File: src/rtl/expr_pkg.sv
// Shared types and character codes for the streaming infix expression evaluator.
package expr_pkg;

  typedef enum logic [1:0] {
    S_START,
    S_NUM,
    S_CLOSE,
    S_ERR
  } state_t;

  localparam logic [7:0] CH_0   = 8'h30;
  localparam logic [7:0] CH_9   = 8'h39;
  localparam logic [7:0] CH_ADD = 8'h2b;
  localparam logic [7:0] CH_MUL = 8'h2a;
  localparam logic [7:0] CH_LP  = 8'h28;
  localparam logic [7:0] CH_RP  = 8'h29;
  localparam logic [7:0] CH_EQ  = 8'h3d;

endpackage

File: src/rtl/expr_frame_stack.sv
// Saved {sum, prod} frames for open parentheses; depth counter drives full/empty.
module expr_frame_stack #(
  parameter int unsigned W     = 32,
  parameter int unsigned DEPTH = 4,
  localparam int unsigned DW   = $clog2(DEPTH + 1)
) (
  input  logic          clk,
  input  logic          clr,
  input  logic          push,
  input  logic          pop,
  input  logic          flush,
  input  logic [W-1:0]  push_sum,
  input  logic [W-1:0]  push_prod,
  output logic [W-1:0]  top_sum,
  output logic [W-1:0]  top_prod,
  output logic [DW-1:0] depth,
  output logic          full,
  output logic          empty
);

  localparam int unsigned AW = (DEPTH > 1) ? $clog2(DEPTH) : 1;

  logic [W-1:0]  sum_mem  [DEPTH];
  logic [W-1:0]  prod_mem [DEPTH];
  logic [DW-1:0] depth_q;
  logic [AW-1:0] wr_idx;
  logic [AW-1:0] rd_idx;

  assign wr_idx   = AW'(depth_q);
  assign rd_idx   = AW'(depth_q - DW'(1));
  assign top_sum  = sum_mem[rd_idx];
  assign top_prod = prod_mem[rd_idx];
  assign depth    = depth_q;
  assign full     = (depth_q == DW'(DEPTH));
  assign empty    = (depth_q == '0);

  always_ff @(posedge clk or posedge clr) begin
    if (clr) begin
      depth_q <= '0;
      for (int i = 0; i < int'(DEPTH); i++) begin
        sum_mem[i]  <= '0;
        prod_mem[i] <= '0;
      end
    end else if (flush) begin
      depth_q <= '0;
    end else if (push) begin
      sum_mem[wr_idx]  <= push_sum;
      prod_mem[wr_idx] <= push_prod;
      depth_q          <= depth_q + DW'(1);
    end else if (pop) begin
      depth_q <= depth_q - DW'(1);
    end
  end

endmodule

File: src/rtl/expr_eval.sv
// Character-serial recogniser/evaluator for "+", "*", parentheses and "=" framing.
module expr_eval #(
  parameter int unsigned W     = 32,
  parameter int unsigned DEPTH = 4
) (
  input  logic         clk,
  input  logic         clr,
  input  logic [7:0]   in,
  input  logic         in_valid,
  output logic         out,
  output logic         done,
  output logic         ok,
  output logic [W-1:0] result
);

  import expr_pkg::*;

  localparam int unsigned DW = $clog2(DEPTH + 1);

  state_t        state_q;
  logic [W-1:0]  sum_q;
  logic [W-1:0]  prod_q;
  logic [W-1:0]  cur_q;
  logic [W-1:0]  term;
  logic [W-1:0]  total;
  logic [W-1:0]  dig_val;
  logic [W-1:0]  cur_next;
  logic [W-1:0]  top_sum;
  logic [W-1:0]  top_prod;
  logic [DW-1:0] depth;
  logic          full;
  logic          empty;
  logic          is_digit;
  logic          push;
  logic          pop;
  logic          flush;

  assign is_digit = (in >= CH_0) && (in <= CH_9);
  assign dig_val  = W'(in[3:0]);
  assign term     = prod_q * cur_q;
  assign total    = sum_q + term;
  assign cur_next = cur_q * W'(10) + dig_val;

  assign push  = in_valid && (state_q == S_START) && (in == CH_LP) && !full;
  assign pop   = in_valid && ((state_q == S_NUM) || (state_q == S_CLOSE)) && (in == CH_RP) && !empty;
  assign flush = in_valid && (in == CH_EQ);

  assign out = ((state_q == S_NUM) || (state_q == S_CLOSE)) && empty;

  expr_frame_stack #(
    .W     (W),
    .DEPTH (DEPTH)
  ) u_stack (
    .clk       (clk),
    .clr       (clr),
    .push      (push),
    .pop       (pop),
    .flush     (flush),
    .push_sum  (sum_q),
    .push_prod (prod_q),
    .top_sum   (top_sum),
    .top_prod  (top_prod),
    .depth     (depth),
    .full      (full),
    .empty     (empty)
  );

  always_ff @(posedge clk or posedge clr) begin
    if (clr) begin
      state_q <= S_START;
      sum_q   <= '0;
      prod_q  <= W'(1);
      cur_q   <= '0;
      done    <= 1'b0;
      ok      <= 1'b0;
      result  <= '0;
    end else begin
      done <= 1'b0;
      if (in_valid) begin
        if (in == CH_EQ) begin
          // "=" always closes the frame, whatever state it arrives in
          done    <= 1'b1;
          state_q <= S_START;
          sum_q   <= '0;
          prod_q  <= W'(1);
          cur_q   <= '0;
          if (((state_q == S_NUM) || (state_q == S_CLOSE)) && empty) begin
            ok     <= 1'b1;
            result <= total;
          end else begin
            ok <= 1'b0;
          end
        end else begin
          unique case (state_q)
            S_START: begin
              if (is_digit) begin
                cur_q   <= dig_val;
                state_q <= S_NUM;
              end else if ((in == CH_LP) && !full) begin
                sum_q  <= '0;
                prod_q <= W'(1);
              end else begin
                state_q <= S_ERR;
              end
            end
            S_NUM, S_CLOSE: begin
              if (is_digit && (state_q == S_NUM)) begin
                cur_q <= cur_next;
              end else if (in == CH_ADD) begin
                sum_q   <= total;
                prod_q  <= W'(1);
                state_q <= S_START;
              end else if (in == CH_MUL) begin
                prod_q  <= term;
                state_q <= S_START;
              end else if ((in == CH_RP) && !empty) begin
                // Parenthesised value becomes the operand of the enclosing level
                cur_q   <= total;
                sum_q   <= top_sum;
                prod_q  <= top_prod;
                state_q <= S_CLOSE;
              end else begin
                state_q <= S_ERR;
              end
            end
            S_ERR: begin
            end
            default: state_q <= S_ERR;
          endcase
        end
      end
    end
  end

endmodule

File: config.mk
export PLATFORM = sky130hd
export DESIGN_NAME = expr_eval
export DESIGN_NICKNAME = d
export VERILOG_FILES = /design/src/rtl/expr_pkg.sv /design/src/rtl/expr_frame_stack.sv /design/src/rtl/expr_eval.sv
export SDC_FILE = /design/constraint.sdc
export NUM_CORES = 2
export LEC_CHECK = 0
export ABC_CLOCK_PERIOD_IN_PS = 14300
export CORE_UTILIZATION = 59
export DETAILED_ROUTE_END_ITERATION = 10
export PLACE_DENSITY = 0.79
export RECOVER_POWER = 25
export SYNTH_ARGS = -nofsm -noshare
export SYNTH_HDL_FRONTEND = slang
export SYNTH_SLANG_ARGS = --single-unit
File: constraint.sdc
create_clock -name clk -period 14.3 [get_ports clk]
set_input_delay 2.86 -clock clk [delete_from_list [all_inputs] [get_ports clk]]
set_output_delay 2.86 -clock clk [all_outputs]
set_load 0.01 [all_outputs]
==> impl_results.md <==
- Seq/Total Area, Yosys: 0.265
- RSZ-0062 raised after global routing: no
- Synthesized Nets: around 4200
- Drt wl/cell: 22.8 um
- Max stage delay on crit path: 0.69 ns
- Relative slew slack: -2.21
- Die Y: between 200 and 300 um
- Clock Skew: 0.0300 ns
- Initial DRC Count: 2584
- Synth top area share: 0.264
- Number of antenna violations at the first check in global routing: 2
- Fin Setup TNS: 0 ns
- Vias in the first global route: ~28000
- Critical path class: flip-flop to flip-flop
- Final Net Count: between 4000 and 5000
- CP Capture Type: flip-flop
- # IOs: 46
- Clock sink count: 391
- PostCTS Resize Cnt: 0
- GRT Overall Usage: 0.328
- Mean Syn Cell Area: 10.4 um^2
- Core Rows: 91
- Cell Area, Synth: 0.0370 mm^2
- Yosys top cell by area: dfrtp_1
- Die area: 0.0636 mm^2
- Initial Utilization: 0.598
- Share of post-route cells with drive strength above 1: 0.144
- Total wire length: 99300 um
- Most frequent CP cell: fa_1
- Largest net degree at the start of global routing: 106
- Clock slew at reported path FFs: 0.06 ns
- Worst-path fanout max: 15
- Minimum clock period: about 10 ns
- Slowest cell on the critical path: dfrtp_1
- F_max: 0.0990 GHz
- Most numerous cell in the Yosys netlist: nand2_1
- Most used DFF post-synth: dfrtp_1
- Worst r2r src: cur_q[7]$_DFFE_PP0P_
- Avg Vias per Cell: 6.13
- # DRC: 0
- Max-slew violation count: 252
- Hold Fails Final Rpt: 0
- Synth Register Bits: 391
- Hold-fix buffers at CTS: 0
- Netlist cell types: 88
- DRT Pass-1 Iters: 6
- Routed vias: 26700
- Core area: a little over 0.06 mm^2
- Status: finished with violations
- Post-Layout Cell Count: between 4000 and 5000
- Placement Cell Area: 0.0382 mm^2
- Largest delay share family, worst path: adder cells
- GRT overflow: 0
- Critical Path RT: 14.77 ns
- Max VDD drop: 95.9 uV
- Placer Congestion: 0.959
- Clock Tree Root: clkbuf_16
- Static leakage: 20.3 nW
- CTS tree: done
- Final setup violation count: 0
- Worst Setup SP: cur_q[7]$_DFFE_PP0P_
- Total inserted antenna cells: 0
- Post-Synthesis Cells: approximately 3600
- Fin area: 0.0395 mm^2
- H-tree depth reported by CTS: 2
- Later-pin clock latency in the skew report: about 0.58 ns
- HP Start: result[25]$_DFFE_PP0P_
- Failing checks: capacitance limit, slew limit
- CTS buffer count: 40
- Warnings from Yosys: 0
- Number of post-CTS setup repair buffers: 0
- Part of the cycle the worst path needs: 0.706
- Buffers on Ports: 45
- Synth area leaders: dfrtp_1, fa_1, mux2_2
- CTS max path bufs: 3
- Worst Setup Start Kind: flip-flop
- Worst slew pin tran: 4.79 ns
- Most frequent cells after synthesis: nand2_1, inv_1, fa_1
- First-pass GRT wire length: 160000 um
- Post-DRT Antenna Nets: 0
- Hold Crit Class: flip-flop to flip-flop
- Area growth, synth to finish: 6.93%
- Hpwl dp: roughly 72000 um
- Max-Cap Viols: 3
- Post-Place Cells: ~4300
- Arr. time, crit path: 10.57 ns
- Number of synthesized flops with an enable pin: 0
- Pwr/cell area: 71.6 mW/mm^2
- FFs w/ async S/R, synth: 1.00
- Fill count: about 4700
- WP buf/inv: 5
- Die width: 252 um
==> cell type report <==
cell class | count | area [um^2] | share of cell area
clock buffers | 60 | 1220 | 0.0308
clock inverters | 11 | 149 | 0.00377
inverters | 438 | 1650 | 0.0416
multi-input cells | 2526 | 24800 | 0.628
flip-flops and latches | 391 | 9790 | 0.248
well taps | 837 | 1050 | 0.0265
repair buffers | 98 | 841 | 0.0213
==> cell families after synthesis <==
logic type | count (synthesis) | synth area share
buffers and inverters | 641 | 0.0652
xor gates and xnor gates | 161 | 0.0384
adders and majority gates | 632 | 0.297
AOI/OAI and AO/OA | 400 | 0.0705
and+or+nand+nor | 925 | 0.122
DFF | 391 | 0.265
muxes | 408 | 0.142
==> registers in the layout, summed over array words and instances (netlist names) <==
signal / cells
u_stack.prod_mem: 128
u_stack.sum_mem: 128
cur_q: 32
prod_q: 32
result: 32
sum_q: 32
u_stack.depth: 3
state_q: 2
done: 1
ok: 1
==> metrics by stage <==
stage / power (W) / hold WS [ns] / worst slack, ns / utilization
after floorplan: 0.00154 / 0.445 / 0.572 / -
after global placement: 0.00174 / 0.462 / 4.68 / 0.617
after detailed placement: 0.00175 / 0.475 / 4.46 / 0.617
after CTS: 0.00283 / 0.493 / 4.39 / 0.639
after global routing: 0.00292 / 0.506 / 3.26 / 0.639
final: 0.00283 / 0.483 / 4.20 / 0.639
==> power by group <==
group | internal (W) | total [W] | leakage, nW | switching (W)
logic | 0.000163 | 0.000579 | 14.1 | 0.000416
clock network | 0.000645 | 0.00109 | 0.676 | 0.000447
registers | 0.00112 | 0.00116 | 5.44 | 0.0000390
total | 0.00193 | 0.00283 | 20.3 | 0.000902
==> worst paths after layout <==
| path | endpoint | slack (ns) | cells after the start |
|---|---|---|---|
| min in group asynchronous | result[26]$_DFFE_PP0P_ | 4.21 | 2 |
| worst min register to register | result[25]$_DFFE_PP0P_ | 0.48 | 2 |
| max in group asynchronous | u_stack.prod_mem[111]$_DFFE_PP0P_ | 4.66 | 4 |
| worst max-delay path | cur_q[31]$_DFFE_PP0P_ | 4.20 | 32 |
| worst min-delay path | result[25]$_DFFE_PP0P_ | 0.48 | 2 |
| worst max register to register | cur_q[31]$_DFFE_PP0P_ | 4.20 | 32 |
==> cell usage in the layout, fill, tap and decap left out, types with 9 or more instances in the layout <==
master	Yosys	routed
nand2_1	446	442
inv_1	438	437
fa_1	411	411
dfrtp_1	390	389
mux2_2	282	282
and2_1	260	260
ha_1	221	220
xnor2_1	125	125
o21ai_0	111	111
a21oi_1	98	98
nor2_1	83	83
mux4_2	64	64
mux2i_1	62	62
buf_4	0	51
o31ai_1	44	44
clkbuf_16	0	42
dlygate4sd3_1	0	36
xor2_1	35	35
a21o_1	32	32
nand3_1	27	27
nor3_1	22	22
nand2b_1	15	15
nand4_1	15	15
a211oi_1	14	14
o21a_1	14	14
nor2b_1	10	10
clkbuf_1	188	10
clkbuf_8	0	10
o21bai_1	9	9
clkdlybuf4s50_1	0	9
==> worst register-to-register path, delay by kind of cell (launching register included) <==
family	cells	cell delay, ns
flops	1	0.69
buf+inv	5	0.54
simple gates	5	0.71
fa+ha+maj	10	4.78
xor+xnor	2	0.81
compound gates	10	2.50
==> layer usage <==
metal | routed length, um | global-route usage | up-vias
met4 | 5250 | 0.163 | 2
li1 | - | - | 11500
met2 | 44200 | 0.496 | 1335
met5 | 13 | 0 | -
met1 | 40400 | 0.453 | 13700
met3 | 9480 | 0.0653 | 283
Note: power is estimated with default switching activity, not from simulation.
